===== config.mk =====
export PLATFORM = sky130hd
export DESIGN_NAME = interconn_rx
export DESIGN_NICKNAME = d
export VERILOG_FILES = /design/src/rtl/interconn_pkg.sv /design/src/rtl/interconn_rx_fifo.sv /design/src/rtl/interconn_rx.sv
export SDC_FILE = /design/constraint.sdc
export NUM_CORES = 1
export LEC_CHECK = 0
export CAP_MARGIN = 40
export CORE_ASPECT_RATIO = 0.6
export CORE_UTILIZATION = 55
export DETAILED_ROUTE_END_ITERATION = 8
export GPL_TIMING_DRIVEN = 1
export PLACE_DENSITY = 0.79
export SLEW_MARGIN = 40
export SYNTH_ARGS = -nofsm -noshare
export SYNTH_HDL_FRONTEND = slang
export SYNTH_HIERARCHICAL = 1
export SYNTH_SLANG_ARGS = --single-unit

===== constraint.sdc =====
create_clock -name clk -period 7.2 [get_ports clk]
set_input_delay 0.72 -clock clk [delete_from_list [all_inputs] [get_ports clk]]
set_output_delay 0.72 -clock clk [all_outputs]
set_load 0.02 [all_outputs]

===== src/rtl/interconn_pkg.sv =====
// Shared types and helpers for the MVU interconnect and its receive endpoints.
package interconn_pkg;

    localparam int N     = 8;
    localparam int W     = 64;
    localparam int BADDR = 15;

    typedef struct packed {
        logic [BADDR-1:0] addr;
        logic [W-1:0]     word;
    } ic_word_t;

    // True when exactly one bit of v is set.
    function automatic logic is_onehot(logic [N-1:0] v);
        return (v != '0) && ((v & (v - N'(1))) == '0);
    endfunction

endpackage


===== src/rtl/interconn_rx_fifo.sv =====
// Small synchronous FIFO of interconnect words; extra pointer MSB separates full from empty.
module interconn_rx_fifo
    import interconn_pkg::*;
#(
    parameter int DEPTH = 4,
    localparam int AW   = $clog2(DEPTH)
) (
    input  logic           clk,
    input  logic           clr_n,
    input  logic           push,
    input  logic           pop,
    input  ic_word_t       din,
    output ic_word_t       dout,
    output logic           full,
    output logic           empty,
    output logic [AW:0]    count
);

    logic [AW:0] wptr, rptr;
    ic_word_t    mem [DEPTH];
    logic        do_push, do_pop;

    assign empty   = (wptr == rptr);
    assign full    = (wptr[AW] != rptr[AW]) && (wptr[AW-1:0] == rptr[AW-1:0]);
    assign count   = wptr - rptr;
    assign do_pop  = pop & ~empty;
    // A push into a full FIFO is legal only when the head leaves at the same edge.
    assign do_push = push & (~full | do_pop);
    assign dout    = mem[rptr[AW-1:0]];

    always_ff @(posedge clk or negedge clr_n) begin
        if (!clr_n) begin
            wptr <= '0;
            rptr <= '0;
        end else begin
            if (do_push) wptr <= wptr + (AW+1)'(1);
            if (do_pop)  rptr <= rptr + (AW+1)'(1);
        end
    end

    always_ff @(posedge clk) begin
        if (do_push) mem[wptr[AW-1:0]] <= din;
    end

endmodule


===== src/rtl/interconn_rx.sv =====
// Per-MVU receive endpoint: filters interconnect words, buffers them and drains
// them into the shared local memory write port when it is free.
module interconn_rx #(
    parameter int N     = interconn_pkg::N,
    parameter int W     = interconn_pkg::W,
    parameter int BADDR = interconn_pkg::BADDR,
    parameter int DEPTH = 4,
    parameter int CNTW  = 16,
    localparam int CW   = $clog2(DEPTH) + 1
) (
    input  logic             clk,
    input  logic             clr_n,
    input  logic             recv_en,
    input  logic [N-1:0]     recv_from,
    input  logic [BADDR-1:0] recv_addr,
    input  logic [W-1:0]     recv_word,
    input  logic [N-1:0]     src_mask,
    input  logic             mem_busy,
    output logic             mem_wr_en,
    output logic [BADDR-1:0] mem_wr_addr,
    output logic [W-1:0]     mem_wr_word,
    output logic [CW-1:0]    fifo_cnt,
    output logic             overflow,
    output logic             bad_src,
    output logic [CNTW-1:0]  drop_cnt,
    output logic [CNTW-1:0]  wr_cnt,
    input  logic             stat_clr
);

    import interconn_pkg::*;

    ic_word_t din, dout;
    logic     full, empty;
    logic     src_ok, pop, push, drop_src, drop_ovf, drop;

    assign src_ok   = is_onehot(recv_from) && ((recv_from & src_mask) != '0);
    assign pop      = ~mem_busy & ~empty;
    assign push     = recv_en & src_ok & (~full | pop);
    // A bad source wins over overflow so a word is only ever counted once.
    assign drop_src = recv_en & ~src_ok;
    assign drop_ovf = recv_en & src_ok & full & ~pop;
    assign drop     = drop_src | drop_ovf;
    assign din      = '{addr: recv_addr, word: recv_word};

    interconn_rx_fifo #(.DEPTH(DEPTH)) u_fifo (
        .clk   (clk),
        .clr_n (clr_n),
        .push  (push),
        .pop   (pop),
        .din   (din),
        .dout  (dout),
        .full  (full),
        .empty (empty),
        .count (fifo_cnt)
    );

    always_ff @(posedge clk or negedge clr_n) begin
        if (!clr_n) begin
            mem_wr_en   <= 1'b0;
            mem_wr_addr <= '0;
            mem_wr_word <= '0;
        end else begin
            mem_wr_en <= pop;
            if (pop) begin
                mem_wr_addr <= dout.addr;
                mem_wr_word <= dout.word;
            end
        end
    end

    always_ff @(posedge clk or negedge clr_n) begin
        if (!clr_n) begin
            overflow <= 1'b0;
            bad_src  <= 1'b0;
            drop_cnt <= '0;
            wr_cnt   <= '0;
        end else if (stat_clr) begin
            overflow <= 1'b0;
            bad_src  <= 1'b0;
            drop_cnt <= '0;
            wr_cnt   <= '0;
        end else begin
            if (drop_src) bad_src  <= 1'b1;
            if (drop_ovf) overflow <= 1'b1;
            if (drop && drop_cnt != '1) drop_cnt <= drop_cnt + CNTW'(1);
            if (pop) wr_cnt <= wr_cnt + CNTW'(1);
        end
    end

endmodule

==> results of run 1 <==
-- layer usage --
metal	part of all wire [%]	GRT usage, %
met3	7.0	5.230
met2	45	32.89
met4	1.3	4.837
met5	0.051	0
met1	47	34.93
-- flip-flops by register name, indices dropped and copies added, names as in the netlist --
name	cells
u_fifo/mem	316
u_fifo/rptr	3
mem_wr_word	64
mem_wr_en	1
drop_cnt	16
overflow	1
wr_cnt	16
mem_wr_addr	15
bad_src	1
u_fifo/wptr	3
-- layout by cell type (no fill, tap or decap), types with 7 or more instances in the layout --
master           instances
nand2_1                 18
buf_4                    7
nor2_1                  24
clkbuf_1                12
nand3_1                 10
mux2_2                  81
a21oi_1                 16
or3_1                   11
mux4_2                  79
xor2_1                  13
clkdlybuf4s50_1        215
xnor2_1                  7
ha_1                     9
o21ai_0                 12
inv_1                   11
clkbuf_16               39
dfrtp_1                118
edfxtp_1               316
-- power by group --
part	switching, mW	leakage (nW)	internal (mW)
logic	1.00	2.13	1.22
clock network	0.870	0.608	1.18
registers	0.257	4.32	2.97
-- stage by stage --
stage | cell area (um2) | utilization (%) | cells | setup slack [ns] | hold slack, ns
after CTS | 20430 | 70.01 | 1483 | 2.346 | 0.1580
after global routing | 20460 | 70.10 | 1484 | 2.503 | 0.1741
after detailed placement | 19190 | 65.74 | 1413 | 2.352 | 0.4961
after global placement | 19180 | 65.71 | 1413 | 2.496 | 0.4903
final | 20470 | 70.12 | 1486 | 2.837 | 0.1475
after floorplan | 16550 | - | 821 | 0.5969 | 0.4244
-- cell families after synthesis --
logic type,count (synthesis),synth area share [%]
adders and majority gates,11,0.8617
xor gates and xnor gates,21,1.157
and+or+nand+nor,96,2.993
DFF,436,75.46
AOI/OAI and AO/OA,49,1.875
muxes,163,16.47
buffers and inverters,45,1.179
-- worst reg2reg max path: stages (launching register included) --
cell	delay, ns
dfrtp_4	0.89
ha_1	0.41
nand2_1	0.13
nor2b_1	0.10
nor2_4	0.35
nor2b_1	0.22
nor3_1	0.52
and3_4	0.85
buf_4	0.54
-- synthesized netlist by cell type (all sizes together) --
library cell,count
o211ai,2
or3,11
dfrtp,120
mux4,79
a22oi,4
mux2i,2
and3,9
o21ai,14
nand4,6
or4,6
xnor2,8
inv,11
maj3,1
a31o,1
ha,9
buf,13
a2111o,1
mux2,82
a21oi,17
nor3,2
edfxtp,316
nor2b,2
o211a,1
nand3,10
and4,2
clkbuf,21
nand2,18
xor2,13
a31oi,1
o31ai,6
or2,2
nor2,25
o31a,1
nand3b,1
o2111ai,1
nand2b,1
nor4,1
fa,1
-- area by class of cell --
class	instances	area, um2	share of cell area [%]
Clock buffer	54	1062	5.190
Inverter	11	41.29	0.2017
Clock inverter	16	185.2	0.9048
Tap cell	400	500.5	2.445
Multi-Input combinational cell	340	3909	19.10
Timing Repair Buffer	227	2265	11.06
Sequential cell	436	12500	61.07
Antenna cell	2	5.005	0.02445
-- worst paths after layout --
path / to / startpoint / depth (start not counted) / slack (ns)
setup / recovery: u_fifo/mem[2][72] / u_fifo/rptr[0] / 8 / 2.84
min in group clk: mem_wr_word[26] / mem_wr_word[26] / 1 / 0.50
hold reg to reg: mem_wr_word[26] / mem_wr_word[26] / 1 / 0.50
setup reg to reg: u_fifo/mem[2][72] / u_fifo/rptr[0] / 8 / 2.84
max in group asynchronous: u_fifo/rptr[1] / clr_n / 2 / 5.96
hold / removal: mem_wr_word[11] / clr_n / 1 / 0.15
==> impl_metrics.toml, run 1 <==
[run_status]
status = "finished, final reports clean"

[floorplan]
core.rowCount = 48
dieArea_mm2 = 0.03082
dieWidth_um = 226.0
start_util_pct = 56.71
num_io_pins = 217
die_h_um = 136.4
core_area_mm2 = 0.02919

[power]
p_leak_nw = 7.062
vdd_drop_max_mv = 0.2495
p_total_mw = 7.496
powerDensity_mw_per_mm2 = 366.3

[logic_synthesis]
synth.largest_area_cell = "edfxtp_1"
synth_seq_area_share_pct = 75.46
yosysUniqueCellTypes = 47
syn_area_mm2 = 0.01655
synthesis.nets = 931
ys.warnings.count = 6
synth_top_area_share_pct = 57.32
synth_seq_cells = 436
syn-instance-count = 821
synth_area_per_cell_um2 = 20.16
synth_area_leaders = "edfxtp_1, dfrtp_1, mux4_2"

[clock_tree]
numCtsBuffers = 39
cts_tree = "built"
cts_resized = 0
htree_levels = 2
clkLatencyLatePin_ns = 0.54
clock_path_buffers = 3
cts.sinks = 436
cts_setup_buffers = 0
clk_pin_slew_ns = 0.07
hold_buffers = 0
clockRootBuffer = "clkbuf_16"

[grt]
grt_first_pass_wirelength_mm = 50.74
grt_usage_pct = 22.54
grt_max_degree = 67
grt_antenna_before_repair = 3
grt_pass1_vias = 8559
gr-total-overflow = 0

[route]
ant_nets = 0
first_pass_iters = 5
wl_mm = 33.60
drt_iter0_drc = 690
num_vias = 8459
via_per_inst = 5.692
drc_errors = 0
wl_per_cell_um = 22.61

[critical_path]
crit_chain = "ha_1 -> nand2_1 -> nor2b_1 -> nor2_4 -> nor2b_1 -> nor3_1 -> and3_4 -> buf_4"
worst_path_dominant_cell_family = "simple AND/OR/NAND/NOR gates"
worst_ep_arrival_time_ns = 4.54
crit_type = "flop to flop"
crit_buf_inv = 1
end_kind = "flop"
worst_path_largest_cell_delay_ns = 0.89
crit_fanout = 52
start_kind = "flop"
slowest_stage = "dfrtp_4"
crit_required_ns = 7.38
crit_path_frequent_cell = "nor2b_1"

[placement]
portBuffers = 216
hpwlAfterDp_mm = 20.68
gp_congestion = 0.8052

[timing]
hold_viol = 0
finalCriticalPeriod_ns = 4.363
worstMarginPinSlew_ns = 0.8323
setup_viol = 0
max_slew_margin_pct = 44.51
period_share_pct = 60.60
tns_ns = 0
rsz0062_at_grt = "false"
fmax_ghz = 0.2292
finClkSkew_ns = 0.01840
maxSlewViolCount = 0

[cells_and_area]
fin_nets = 1165
fillers = 1860
layout-drive-gt1-share_pct = 22.05
syn_to_final_growth_pct = 23.64

[flow_run]
cap_violations = 0

[hold_path]
hold_path.class = "primary input to asynchronous set/reset pin"
(Power assumes the default switching activity.)
==> run 2: changes to the inputs <==
--- a/config.mk
+++ b/config.mk
@@ -7,10 +7,10 @@
 export LEC_CHECK = 0
 export CAP_MARGIN = 40
 export CORE_ASPECT_RATIO = 0.6
-export CORE_UTILIZATION = 55
+export CORE_UTILIZATION = 50
 export DETAILED_ROUTE_END_ITERATION = 8
 export GPL_TIMING_DRIVEN = 1
-export PLACE_DENSITY = 0.79
+export PLACE_DENSITY = 0.75
 export SLEW_MARGIN = 40
 export SYNTH_ARGS = -nofsm -noshare
 export SYNTH_HDL_FRONTEND = slang
==> constraint.sdc (replaced) <==
create_clock -name clk -period 3.9 [get_ports clk]
set_input_delay 0.39 -clock clk [delete_from_list [all_inputs] [get_ports clk]]
set_output_delay 0.39 -clock clk [all_outputs]
set_load 0.02 [all_outputs]
==> impl_metrics.toml, run 2 (synthesis results as in run 1) <==
[critical_path]
crit_type = "primary input to flop"
crit_fanout = 34
worst_ep_arrival_time_ns = 3.22
crit_required_ns = 4.11
start_kind = "primary input"
end_kind = "flop"

[power]
vdd_drop_max_mv = 0.3918
p_leak_nw = 7.194
powerDensity_mw_per_mm2 = 680.7

[floorplan]
core.rowCount = 51
num_io_pins = 217
core_area_mm2 = 0.03248
dieWidth_um = 236.9
dieArea_mm2 = 0.03386
start_util_pct = 50.96
die_h_um = 142.9

[grt]
grt_usage_pct = 20.48
grt_pass1_vias = 8735
grt_first_pass_wirelength_mm = 51.85
gr-total-overflow = 0
grt_max_degree = 69
grt_antenna_before_repair = 5

[clock_tree]
clockRootBuffer = "clkbuf_16"
cts_tree = "built"
clk_pin_slew_ns = 0.06
cts_resized = 0
cts.sinks = 436
clkLatencyLatePin_ns = 0.53
clock_path_buffers = 3
numCtsBuffers = 40
htree_levels = 2

[timing]
fmax_ghz = 0.3324
rsz0062_at_grt = "false"
timing.final.ws_setup_ns = 0.8916
period_share_pct = 77.14
max_slew_margin_pct = 48.41
maxSlewViolCount = 0
finClkSkew_ns = 0.01703
tns_ns = 0
worstMarginPinSlew_ns = 0.7739
setup_viol = 0
hold_viol = 0
finalCriticalPeriod_ns = 3.008
whs_ns = 0.3505

[route]
drc_errors = 0
num_vias = 8520
wl_mm = 33.71
wl_per_cell_um = 22.18
ant_nets = 0
drt_iter0_drc = 631
via_per_inst = 5.605
first_pass_iters = 5

[hold_path]
hold_path.class = "primary input to asynchronous set/reset pin"

[cells_and_area]
fillers = 2185
largest_register_ffs = 316
syn_to_final_growth_pct = 25.53
layout-drive-gt1-share_pct = 23.49
regArea_mm2 = 0.01250
fin_nets = 1174
layout_commonest_cell = "edfxtp_1"
multi_input_area_mm2 = 0.003909
layout_common_cells = "edfxtp_1, clkdlybuf4s50_1, dfrtp_1, mux2_2, mux4_2"
utilization_pct = 63.97

[placement]
place_ws_ns = 0.3786
portBuffers = 216
hpwlAfterDp_mm = 21.52
gp_congestion = 0.8242

[run_status]
status = "finished, final reports clean"

[flow_run]
cap_violations = 0
## run 2: cell count changes in the layout (fill, tap and decap cells not counted), sizes merged
cell | before | now
inv | 12 | 11
clkbuf | 54 | 50
dlygate4sd3 | 0 | 1
buf | 12 | 19
bufinv | 4 | 6
clkinvlp | 1 | 3
clkinv | 10 | 13
## run 2: what timing repair did
action / 4_1_cts / 5_1_grt
hold endpoints to repair: 37 / 0
hold buffers: 1 / 0
buffers inserted: 0 / 0
## run 2: metrics by stage
| stage | instances | power, mW | area (um2) |
|---|---|---|---|
| after CTS | 1518 | 14.32 | 20760 |
| after global placement | 1444 | 10.16 | 19340 |
| final | 1520 | 14.14 | 20780 |
| after detailed placement | 1445 | 10.23 | 19370 |
| after floorplan | 821 | 8.483 | 16570 |
| after global routing | 1519 | 14.76 | 20780 |
## run 2: critical path, cell delays in order
cell and delay (ns):
clkdlybuf4s50_1 0.47, or4_4 0.57, nor4_1 0.31, o2111ai_2 0.29, nor3_1 0.32, buf_4 0.19, and3_4 0.37, buf_12 0.27
## run 2: routing by layer
layer | wire, um | global-route usage, % | vias to the layer above
li1 | - | - | 3752
met1 | 15140 | 30.30 | 4426
met2 | 15500 | 30.79 | 276
met3 | 2411 | 5.103 | 58
met4 | 604 | 4.990 | 8
met5 | 59 | 0 | -
## run 2: where the power goes
part	switching (mW)	internal (mW)	leakage (nW)
registers	0.320	5.48	4.32
clock network	1.62	2.43	0.679
logic	2.02	2.26	2.19
total	3.97	10.2	7.19
## run 2: area by class of cell
cell class / count / area share [%]
Multi-Input combinational cell: 340 / 18.81
Inverter: 11 / 0.1987
Clock buffer: 50 / 5.389
Timing Repair Buffer: 235 / 11.60
Tap cell: 424 / 2.553
Antenna cell: 2 / 0.02409
Clock inverter: 22 / 1.265
Sequential cell: 436 / 60.16
## run 2: final timing paths
| check | cells past startpoint | end | slack (ns) | from |
|---|---|---|---|---|
| worst min register to register | 1 | mem_wr_word[59] | 0.51 | mem_wr_word[59] |
| min in group clk | 1 | u_fifo/mem[0][50] | 0.49 | recv_word[50] |
| worst min-delay path | 2 | mem_wr_word[30] | 0.35 | clr_n |
| worst max register to register | 10 | u_fifo/mem[2][74] | 0.93 | u_fifo/wptr[0] |
| max in group asynchronous | 3 | mem_wr_word[62] | 2.70 | clr_n |
| worst max-delay path | 8 | u_fifo/mem[2][74] | 0.89 | recv_from[2] |
==> run 3: changes to the inputs <==
==> constraint.sdc (replaced) <==
create_clock -name clk -period 2.54 [get_ports clk]
set_input_delay 0.254 -clock clk [delete_from_list [all_inputs] [get_ports clk]]
set_output_delay 0.254 -clock clk [all_outputs]
set_load 0.02 [all_outputs]
==> impl_metrics.toml, run 3 (synthesis results as in run 1) <==
[grt]
grt_usage_pct = 20.50
grt_max_degree = 82
grt_pass1_vias = 8691
grt_antenna_before_repair = 1
grt_first_pass_wirelength_mm = 51.90
gr-total-overflow = 0

[route]
ant_nets = 0
via_per_inst = 5.608
top_layer_used = "met4"
wl_met2_mm = 16.45
num_vias = 8642
wl_met1_mm = 15.72
wl_mm = 34.76
first_pass_iters = 4
wl_met3_mm = 2.090
drt_iter0_drc = 501
drc_errors = 0
wl_per_cell_um = 22.56

[timing]
worstMarginPinSlew_ns = 0.6778
max_slew_margin_pct = 54.82
rsz0062_at_grt = "false"
tns_ns = 0
finalCriticalPeriod_ns = 2.432
fmax_ghz = 0.4111
finClkSkew_ns = 0.01552
period_share_pct = 95.76
setup_viol = 0
maxSlewViolCount = 0
hold_viol = 0

[cells_and_area]
multi_input_area_mm2 = 0.003965
layout-drive-gt1-share_pct = 25.00
syn_to_final_growth_pct = 27.04
fillers = 2140
fin_nets = 1197
layout_common_cells = "edfxtp_1, clkdlybuf4s50_1, dfrtp_1, mux2_2, mux4_2"
final_cells = 1541
largest_register_ffs = 316
layout_commonest_cell = "edfxtp_1"
regArea_mm2 = 0.01250

[clock_tree]
cts.sinks = 436
clk_pin_slew_ns = 0.06
htree_levels = 2
numCtsBuffers = 38
clkLatencyLatePin_ns = 0.52
cts_tree = "built"
clockRootBuffer = "clkbuf_16"
clock_path_buffers = 3

[floorplan]
start_util_pct = 50.96
dieWidth_um = 236.9
core.rowCount = 51
dieArea_mm2 = 0.03386
die_h_um = 142.9
core_area_mm2 = 0.03248
num_io_pins = 217

[placement]
portBuffers = 216
hpwlAfterDp_mm = 21.97
gp_congestion = 0.8041
place_inst = 1464

[power]
p_leak_nw = 7.317
p_total_mw = 21.60
vdd_drop_max_mv = 0.7599
powerDensity_mw_per_mm2 = 1027

[critical_path]
end_kind = "flop"
crit_required_ns = 2.74
worst_ep_arrival_time_ns = 2.64
crit_type = "primary input to flop"
crit_fanout = 32
start_kind = "primary input"

[hold_path]
hold_path.class = "primary input to asynchronous set/reset pin"

[run_status]
status = "finished, final reports clean"

[flow_run]
cap_violations = 0
==> run 3: cell count changes in the layout (fill, tap and decap cells not counted), moves of 3 or more <==
cell        delta
clkbuf_8       -4
clkinvlp_4     -3
buf_4         +18
clkbuf_1      +12
buf_12         +8
clkinv_2       -5
==> run 3: metrics by stage <==
stage               hold WS, ns  area, um2  worst slack, ns  util [%]
global route             0.3185      21030          0.02627     64.75
global placement         0.2895      19610          -0.3489     60.38
CTS                      0.3228      20910          0.01424     64.36
finish                   0.2799      21030           0.1077     64.75
floorplan              -0.04159      16640          -0.8782         -
detailed placement       0.3004      19610          -0.4141     60.38
==> run 3: worst max-delay path, stage by stage <==
cell	delay, ns
clkdlybuf4s50_1	0.42
or4_4	0.55
nor4_1	0.32
o2111ai_2	0.20
nor3_2	0.21
buf_4	0.17
and3_4	0.24
buf_12	0.23
==> run 3: routing by layer <==
layer	GRT usage, %	up-vias
li1	-	3805
met1	30.64	4515
met2	31.70	281
met3	3.828	41
met4	4.580	0
met5	0	-
==> run 3: final timing paths <==
kind                                  from           endpoint  slack [ns]  depth (start not counted)
max in group asynchronous            clr_n     u_fifo/rptr[1]        1.58                          3
hold / removal                       clr_n    mem_wr_word[14]        0.28                          2
setup reg to reg            u_fifo/rptr[0]  u_fifo/mem[1][23]        0.11                          9
hold reg to reg            mem_wr_word[31]    mem_wr_word[31]        0.50                          1
min in group clk             recv_addr[11]  u_fifo/mem[0][75]        0.36                          1
setup / recovery              recv_from[2]  u_fifo/mem[1][23]        0.11                          8
==> run 3: power by group <==
part / leakage, nW / internal [mW] / switching, mW / total [mW]
clock network: 0.627 / 3.53 / 2.42 / 5.95
registers: 4.32 / 8.42 / 0.492 / 8.91
logic: 2.37 / 3.60 / 3.14 / 6.73
total: 7.32 / 15.5 / 6.05 / 21.6
==> run 3: area by class of cell <==
cell class	count	share of cell area, %
inverter	11	0.1963
clock buffer	58	5.277
tap	424	2.523
antenna	1	0.01190
sequential	436	59.44
timing repair buffer	260	12.86
multi-input combinational	340	18.85
clock inverter	11	0.8448
==> run 3: repair_timing <==
item,in CTS,in global routing
setup endpoints to repair,2,313
buffers inserted,0,4
resized for setup,2,5
hold buffers,1,0
endpoints found under the hold margin,58,0
pin swaps,0,2
cloned,0,2
